`config.mk`:
```
export PLATFORM = sky130hd
export DESIGN_NAME = sram_arbiter
export DESIGN_NICKNAME = d
export VERILOG_FILES = /design/src/rtl/sram_arbiter.sv
export SDC_FILE = /design/constraint.sdc
export NUM_CORES = 1
export LEC_CHECK = 0
export ABC_CLOCK_PERIOD_IN_PS = 2650
export CORE_AREA = 2 2 107 109
export DETAILED_ROUTE_END_ITERATION = 10
export DIE_AREA = 0 0 109 111
export GPL_TIMING_DRIVEN = 0
export HOLD_SLACK_MARGIN = 0.02
export SETUP_SLACK_MARGIN = 0.02
export SLEW_MARGIN = 20
export SYNTH_ARGS = -nofsm -noshare
export SYNTH_HDL_FRONTEND = slang
export SYNTH_SLANG_ARGS = --single-unit
```
`constraint.sdc`:
```
create_clock -name clk_i -period 2.65 [get_ports clk_i]
set_clock_uncertainty 0.1 [all_clocks]
set_input_delay 0.53 -clock clk_i [delete_from_list [all_inputs] [get_ports clk_i]]
set_output_delay 0.53 -clock clk_i [all_outputs]
set_load 0.02 [all_outputs]
```
`src/rtl/sram_arbiter.sv`:
```
// sram_arbiter: shares one single-cycle SRAM port between an instruction
// fetch port and a data load/store port.
//
// Grants and the SRAM command are combinational; each granted transaction
// gets exactly one response on the granting port one cycle later. Requests
// outside the SRAM window are granted but answered with an error instead
// of reaching the SRAM.
//
// Configuration macro: SRAM_ARBITER_RR_EN
//   undefined : fixed priority, instruction port wins contention
//   defined   : round-robin between the ports on contention
//
// Ports:
//   clk_i, rst_i              clock, synchronous active-high reset
//   instr_req_i/addr_i        instruction request
//   instr_gnt/rvalid/err/rdata_o  instruction grant and response
//   data_req/we/be/addr/wdata_i   data request
//   data_gnt/rvalid/err/rdata_o   data grant and response
//   mem_req/we/be/addr/wdata_o    SRAM command
//   mem_rdata_i               SRAM read data, one cycle after mem_req_o
module sram_arbiter #(
  parameter logic [31:0] MemStart = 32'h0000_0000,
  parameter logic [31:0] MemMask  = 32'h0000_FFFF
) (
  input  logic        clk_i,
  input  logic        rst_i,
  input  logic        instr_req_i,
  input  logic [31:0] instr_addr_i,
  output logic        instr_gnt_o,
  output logic        instr_rvalid_o,
  output logic        instr_err_o,
  output logic [31:0] instr_rdata_o,
  input  logic        data_req_i,
  input  logic        data_we_i,
  input  logic [3:0]  data_be_i,
  input  logic [31:0] data_addr_i,
  input  logic [31:0] data_wdata_i,
  output logic        data_gnt_o,
  output logic        data_rvalid_o,
  output logic        data_err_o,
  output logic [31:0] data_rdata_o,
  output logic        mem_req_o,
  output logic        mem_we_o,
  output logic [3:0]  mem_be_o,
  output logic [31:0] mem_addr_o,
  output logic [31:0] mem_wdata_o,
  input  logic [31:0] mem_rdata_i
);

  localparam int unsigned AW = 32;
  localparam int unsigned DW = 32;
  localparam int unsigned BW = 4;

  localparam logic [0:0] PORT_INSTR = 1'b0;
  localparam logic [0:0] PORT_DATA  = 1'b1;

  logic          gnt_instr;
  logic          gnt_data;
  logic          gnt_any;
  logic [AW-1:0] win_addr;
  logic          in_range;
  logic          cmd_valid;

  logic          resp_valid_q;
  logic [0:0]    resp_port_q;
  logic          resp_err_q;
  logic          resp_we_q;

`ifdef SRAM_ARBITER_RR_EN
  // Port that won the most recent contended cycle; the other port wins next.
  logic [0:0]    last_win_q;
  logic          contended;

  assign contended = instr_req_i && data_req_i && !rst_i;

  always_ff @(posedge clk_i) begin
    if (rst_i) begin
      last_win_q <= PORT_INSTR;
    end else if (contended) begin
      last_win_q <= gnt_data ? PORT_DATA : PORT_INSTR;
    end
  end
`endif

  // Grant selection; nothing is granted while in reset.
  always_comb begin
    gnt_instr = 1'b0;
    gnt_data  = 1'b0;
    if (!rst_i) begin
      if (instr_req_i && data_req_i) begin
`ifdef SRAM_ARBITER_RR_EN
        if (last_win_q == PORT_INSTR) begin
          gnt_data = 1'b1;
        end else begin
          gnt_instr = 1'b1;
        end
`else
        gnt_instr = 1'b1;
`endif
      end else begin
        gnt_instr = instr_req_i;
        gnt_data  = data_req_i;
      end
    end
  end

  assign gnt_any  = gnt_instr | gnt_data;
  assign win_addr = gnt_data ? data_addr_i : instr_addr_i;
  assign in_range = ((win_addr & ~MemMask) == MemStart);
  assign cmd_valid = gnt_any && in_range;

  assign instr_gnt_o = gnt_instr;
  assign data_gnt_o  = gnt_data;

  // SRAM command is zeroed whenever no in-range transaction is issued.
  assign mem_req_o   = cmd_valid;
  assign mem_we_o    = cmd_valid && gnt_data && data_we_i;
  assign mem_be_o    = !cmd_valid ? BW'(0) : (gnt_data ? data_be_i : {BW{1'b1}});
  assign mem_addr_o  = cmd_valid ? win_addr : AW'(0);
  assign mem_wdata_o = (cmd_valid && gnt_data) ? data_wdata_i : DW'(0);

  // Response pipeline stage: one entry per granted transaction.
  always_ff @(posedge clk_i) begin
    if (rst_i) begin
      resp_valid_q <= 1'b0;
      resp_port_q  <= PORT_INSTR;
      resp_err_q   <= 1'b0;
      resp_we_q    <= 1'b0;
    end else begin
      resp_valid_q <= gnt_any;
      resp_port_q  <= gnt_data ? PORT_DATA : PORT_INSTR;
      resp_err_q   <= gnt_any && !in_range;
      resp_we_q    <= gnt_data && data_we_i;
    end
  end

  logic rsp_instr;
  logic rsp_data;
  logic rdata_ok;

  // Responses are suppressed during reset so a pending one never escapes.
  assign rsp_instr = !rst_i && resp_valid_q && (resp_port_q == PORT_INSTR);
  assign rsp_data  = !rst_i && resp_valid_q && (resp_port_q == PORT_DATA);
  // Error and write responses carry no read data.
  assign rdata_ok  = !resp_err_q && !resp_we_q;

  assign instr_rvalid_o = rsp_instr;
  assign instr_err_o    = rsp_instr && resp_err_q;
  assign instr_rdata_o  = (rsp_instr && rdata_ok) ? mem_rdata_i : DW'(0);

  assign data_rvalid_o  = rsp_data;
  assign data_err_o     = rsp_data && resp_err_q;
  assign data_rdata_o   = (rsp_data && rdata_ok) ? mem_rdata_i : DW'(0);

endmodule

```
==> flow_metrics.py, run 1 <==
metrics = {
    "status": {
        "outcome": "complete, but fails checks",
        "violations": "setup timing",
    },
    "timing": {
        "fin_ws_ns": -0.0463,
        "setup_tns_ns": -0.196,
        "maxSlewHeadroom_pct": 64.4,
        "finalHoldViolCount": 0,
        "setup_viol": 9,
        "finalMaxSlewViolations": 0,
        "max_freq_ghz": 0.371,
        "rsz0062_at_grt": "true",
        "post-route-min-period_ns": 2.70,
        "finalCritPeriodShare_pct": 102,
        "worst_pin_slew_ns": 0.534,
    },
    "routing": {
        "drt-initial-drc-count": 83,
        "wirelength_mm": 9.51,
        "viasPerCell": 4.10,
        "dr.pass1.iters": 4,
        "route.detailed.drc": 0,
        "ant_nets": 0,
        "num_vias": 2712,
        "wl_per_cell_microns": 14.4,
    },
    "global_routing": {
        "grt_max_degree": 11,
        "grt_antenna_before_repair": 0,
        "grt.overflow.total": 0,
        "grt_pass1_wl_mm": 14.2,
        "grt_use_total_pct": 14.8,
        "grt_pass1_vias": 2815,
    },
    "die": {
        "die_h_microns": 111,
        "ios": 277,
        "chipWidth_microns": 109,
        "row_count": 39,
        "die_area_sq_um": 12100,
        "start_util_pct": 13.5,
        "core_area_sq_um": 11100,
    },
    "finish": {
        "syn_to_final_growth_pct": 210,
        "multi_input_area_sq_um": 1400,
        "antenna_cells": 0,
        "fill_cells": 1164,
        "seq_area_sq_um": 80.1,
        "fin_nets": 657,
        "final_layout_size_suffix_gt1_share_pct": 39.8,
    },
    "critical_path": {
        "timing_worst_setup_path_type": "input pin to primary output",
        "cp.required_ns": 2.02,
        "critPathArrivalTime_ns": 2.07,
        "crit_path_start_kind": "input pin",
        "endpoint_kind": "primary output",
        "cp_max_fo": 4,
    },
    "synth": {
        "synth-seq-area-share_pct": 5.34,
        "synth_edf_count": 0,
        "synth_cell_type_count": 29,
        "synth_most_common_cell": "and2_1",
        "synth_top_area_cell": "and2_1",
        "synthArstFlopShare_pct": 0,
        "avgSynthCellArea_sq_um": 6.85,
        "synth_seq_cells": 4,
        "synth_top_area_share_pct": 28.8,
        "synth_flop_cell": "dfxtp_1",
        "synthCells": 219,
        "yosysWarnings": 0,
        "netlist_top_cells_area": "and2_1 29%, and3_1 14%, buf_4 8.0%, nand3_1 7.3%, nand3_2 6.7%",
        "synth_common_cells": "69 x and2_1, 33 x and3_1, 22 x nand3_1",
        "syn_area_sq_um": 1500,
    },
    "clocking": {
        "cts.sinks": 4,
        "clock-root-buffer": "clkbuf_16",
        "h-tree-depth": 1,
        "cts_tree": "built",
        "cts_buffers": 3,
        "cts-hold-fix-buffers": 0,
        "path_clk_slew_ns": 0.03,
        "cts.path.max_buffers": 2,
    },
    "place": {
        "gp_congestion": 0.819,
        "port_buffers": 260,
        "hpwl_mm": 7.87,
    },
    "power_and_ir_drop": {
        "max-vdd-ir-drop_uv": 138,
        "total_power_mw": 0.660,
        "leakagePower_nw": 2.32,
        "power_density_nw_per_um2": 142,
    },
    "flow_run": {
        "maxCapViolations": 0,
    },
    "worst_hold_path": {
        "holdCritStartpoint": "rst_i",
        "holdPathEnd": "resp_port_q",
        "whs_path_depth": 2,
        "hold_path.class": "input pin to flip-flop",
    },
}
==> kinds of logic after synthesis <==
kind of cell / count (synthesis) / share of synthesized area [%]
other cells: 1 / 0.250
compound gates: 22 / 10.9
simple gates: 155 / 67.4
flops: 4 / 5.34
buf+inv: 37 / 16.1
==> cells in the final DEF, fill, tap and decap left out, types with 5 or more instances in the layout <==
cell type	n
and2_1	69
conb_1	16
nand3_2	17
nand3_1	14
dlygate4sd2_1	54
clkdlybuf4s15_2	23
and3_1	33
buf_6	24
clkbuf_2	5
buf_4	43
clkdlybuf4s15_1	7
clkbuf_4	5
clkdlybuf4s50_1	106
a21oi_2	17
buf_2	39
buf_12	5
==> per-stage QoR <==
step | hold WS, ns | setup slack [ns] | cells | area (sq um) | util [%]
after global routing | 0.542 | -0.136 | 661 | 4650 | 42.0
after floorplan | 0.505 | 0.128 | 234 | 1560 | -
after CTS | 0.608 | -0.0926 | 662 | 4810 | 43.4
after global placement | 1.07 | -1.16 | 637 | 4340 | 39.2
final | 0.521 | -0.0463 | 661 | 4650 | 42.0
after detailed placement | 1.08 | -1.18 | 637 | 4340 | 39.2
==> final cells by class <==
cell class,instances,area share (%)
Sequential cell,4,1.72
Inverter,1,0.0807
Tap cell,143,3.85
Multi-Input combinational cell,193,30.1
Buffer,34,6.11
Clock buffer,3,1.61
Timing Repair Buffer,283,56.5
==> critical path, cell delays in order <==
cell             delay (ns)
clkdlybuf4s15_1        0.18
or4_4                  0.55
nor2_4                 0.16
buf_12                 0.13
buf_6                  0.09
and3_4                 0.20
a21o_1                 0.10
buf_6                  0.11
==> sequential cells by signal (all words and copies together), names as in the netlist <==
register / count
resp_we_q: 1
resp_err_q: 1
resp_port_q: 1
resp_valid_q: 1
==> worst max path at each step <==
stage | from | endpoint | slack (ns)
floorplan | instr_addr_i[28] | mem_addr_o[10] | 0.13
global placement | instr_req_i | mem_addr_o[8] | -1.16
detailed placement | rst_i | mem_addr_o[4] | -1.18
CTS | instr_addr_i[31] | mem_addr_o[9] | -0.09
global route | instr_addr_i[25] | mem_be_o[0] | -0.14
finish | instr_addr_i[23] | mem_be_o[0] | -0.05
==> layer usage <==
| metal | up-vias | routed length [microns] | track usage [%] |
|---|---|---|---|
| li1 | 1325 | - | - |
| met1 | 1206 | 3040 | 13.8 |
| met2 | 169 | 5200 | 30.0 |
| met3 | 12 | 1110 | 4.17 |
| met4 | 0 | 165 | 3.93 |
| met5 | - | 0 | 0 |
==> report_power, final <==
group	internal (mW)	switching [mW]
clock network	0.192	0.0386
logic	0.229	0.132
registers	0.0638	0.00359
total	0.485	0.175
==> what timing repair did <==
item | in CTS | in global routing
buffers inserted | 20 | 1
gates resized for setup | 493 | 44
cloned | 3 | 0
setup endpoints to repair | 124 | 92
pin swaps | 36 | 21
No activity file was read; power rests on OpenSTA's default activity.
==> run 2, diff against run 1 <==
--- a/config.mk
+++ b/config.mk
@@ -11,6 +11,7 @@
 export DIE_AREA = 0 0 109 111
 export GPL_TIMING_DRIVEN = 0
 export HOLD_SLACK_MARGIN = 0.02
+export PLACE_DENSITY_LB_ADDON = 0.08
 export SETUP_SLACK_MARGIN = 0.02
 export SLEW_MARGIN = 20
 export SYNTH_ARGS = -nofsm -noshare
==> flow_metrics.py, run 2 (synthesized netlist as in run 1, its figures left out) <==
metrics = {
    "place": {
        "port_buffers": 260,
        "post-place-ws_ns": -1.20,
        "gp_congestion": 0.740,
        "hpwl_mm": 7.82,
    },
    "finish": {
        "syn_to_final_growth_pct": 194,
        "fin_nets": 652,
        "mostFrequentLayoutCells": "106 x clkdlybuf4s50_1, 69 x and2_1, 58 x clkbuf_2",
        "final_layout_size_suffix_gt1_share_pct": 48.5,
        "fin_util_pct": 39.8,
        "final_common_cell": "clkdlybuf4s50_1",
        "antenna_cells": 0,
    },
    "clocking": {
        "cts_buffers": 3,
        "cts.path.max_buffers": 2,
        "h-tree-depth": 1,
        "path_clk_slew_ns": 0.03,
        "cts_tree": "built",
        "cts-hold-fix-buffers": 0,
        "clock-root-buffer": "clkbuf_16",
        "cts.sinks": 4,
    },
    "routing": {
        "dr.pass1.iters": 4,
        "viasPerCell": 4.01,
        "drt-initial-drc-count": 61,
        "ant_nets": 0,
        "wl_per_cell_microns": 14.4,
        "num_vias": 2629,
        "route.detailed.drc": 0,
        "wirelength_mm": 9.42,
    },
    "timing": {
        "finalCritPeriodShare_pct": 101,
        "post-route-min-period_ns": 2.67,
        "finalMaxSlewViolations": 0,
        "setup_viol": 7,
        "finalHoldViolCount": 0,
        "max_freq_ghz": 0.375,
        "rsz0062_at_grt": "true",
        "whs_ns": 0.500,
        "fin_ws_ns": -0.0200,
    },
    "die": {
        "die_h_microns": 111,
        "die_area_sq_um": 12100,
        "chipWidth_microns": 109,
        "row_count": 39,
        "start_util_pct": 13.5,
        "core_area_sq_um": 11100,
        "ios": 277,
    },
    "critical_path": {
        "endpoint_kind": "primary output",
        "cp.required_ns": 2.02,
        "crit_path_start_kind": "input pin",
        "cp_max_fo": 7,
        "critPathArrivalTime_ns": 2.04,
        "timing_worst_setup_path_type": "input pin to primary output",
    },
    "worst_hold_path": {
        "hold_path.class": "input pin to flip-flop",
        "whs_path_depth": 2,
    },
    "flow_run": {
        "maxCapViolations": 0,
    },
    "status": {
        "outcome": "complete, but fails checks",
        "violations": "setup timing",
    },
    "power_and_ir_drop": {
        "power_density_nw_per_um2": 149,
        "leakagePower_nw": 2.17,
        "max-vdd-ir-drop_uv": 134,
    },
    "global_routing": {
        "grt_antenna_before_repair": 0,
        "grt.overflow.total": 0,
        "grt_use_total_pct": 14.2,
        "grt_pass1_wl_mm": 13.4,
        "grt_pass1_vias": 2577,
        "grt_max_degree": 11,
    },
}
-- run 2: cell types whose count changed in the layout (fill, tap and decap cells not counted), sizes merged --
cell,before,now
buf,113,111
clkbuf,16,72
dlymetal6s2s,1,0
dlygate4sd2,54,12
clkdlybuf4s15,30,14
-- run 2: worst paths after layout --
| kind | startpoint | end |
|---|---|---|
| min | instr_req_i | resp_port_q |
| max | instr_addr_i[31] | mem_addr_o[1] |
-- run 2: final cells by class --
type | instances | area, sq um
buffer | 35 | 317
clock buffer | 3 | 75.1
fill | 1190 | 6670
inverter | 1 | 3.75
multi-input combinational | 193 | 1470
sequential | 4 | 80.1
tap | 143 | 179
timing repair buffer | 277 | 2280
-- run 2: report_power, final --
| part | internal [mW] | switching (mW) |
|---|---|---|
| registers | 0.0638 | 0.00319 |
| logic | 0.221 | 0.134 |
| clock network | 0.193 | 0.0399 |
| total | 0.477 | 0.177 |
-- run 2: metal layers --
metal  share of wire (%)  track usage, %  vias up  wire, microns
met5                   0               0        -              0
met4                 1.2            3.68        0            117
met3                  13            3.88        6           1180
met2                  54            28.6      165           5050
met1                  33            13.6     1143           3070
li1                    -               -     1315              -
-- run 2: worst max-delay path, cell delays in order --
cell     delay, ns
buf_6         0.09
or4_4         0.53
nor3_4        0.25
buf_6         0.15
buf_8         0.13
nand3_2       0.07
a21oi_2       0.14
buf_6         0.14
-- run 2: repair_timing --
item                                   in CTS  in global routing
setup endpoints to repair                 123                112
gates resized for setup                   497                138
pin swaps                                  46                 28
endpoints found under the hold margin       0                  0
cloned                                      4                  0
setup buffers                              13                  2
-- run 2: through the flow --
step | instance area (sq um) | instances | power, mW | TNS [ns]
after floorplan | 1560 | 234 | 0.170 | 0
after global placement | 4340 | 637 | 0.425 | -112.24
after detailed placement | 4340 | 637 | 0.428 | -118.18
after CTS | 4670 | 656 | 0.662 | -0.0689
after global routing | 4400 | 656 | 0.685 | -0.868
final | 4400 | 656 | 0.654 | -0.0737
==> run 3, diff against run 2 <==
--- a/config.mk
+++ b/config.mk
@@ -10,7 +10,7 @@
 export DETAILED_ROUTE_END_ITERATION = 10
 export DIE_AREA = 0 0 109 111
 export GPL_TIMING_DRIVEN = 0
-export HOLD_SLACK_MARGIN = 0.02
+export HOLD_SLACK_MARGIN = 0.12
 export PLACE_DENSITY_LB_ADDON = 0.08
 export SETUP_SLACK_MARGIN = 0.02
 export SLEW_MARGIN = 20
==> results of run 3 <==
Final layout, timing and power as in run 2 (identical DEF).
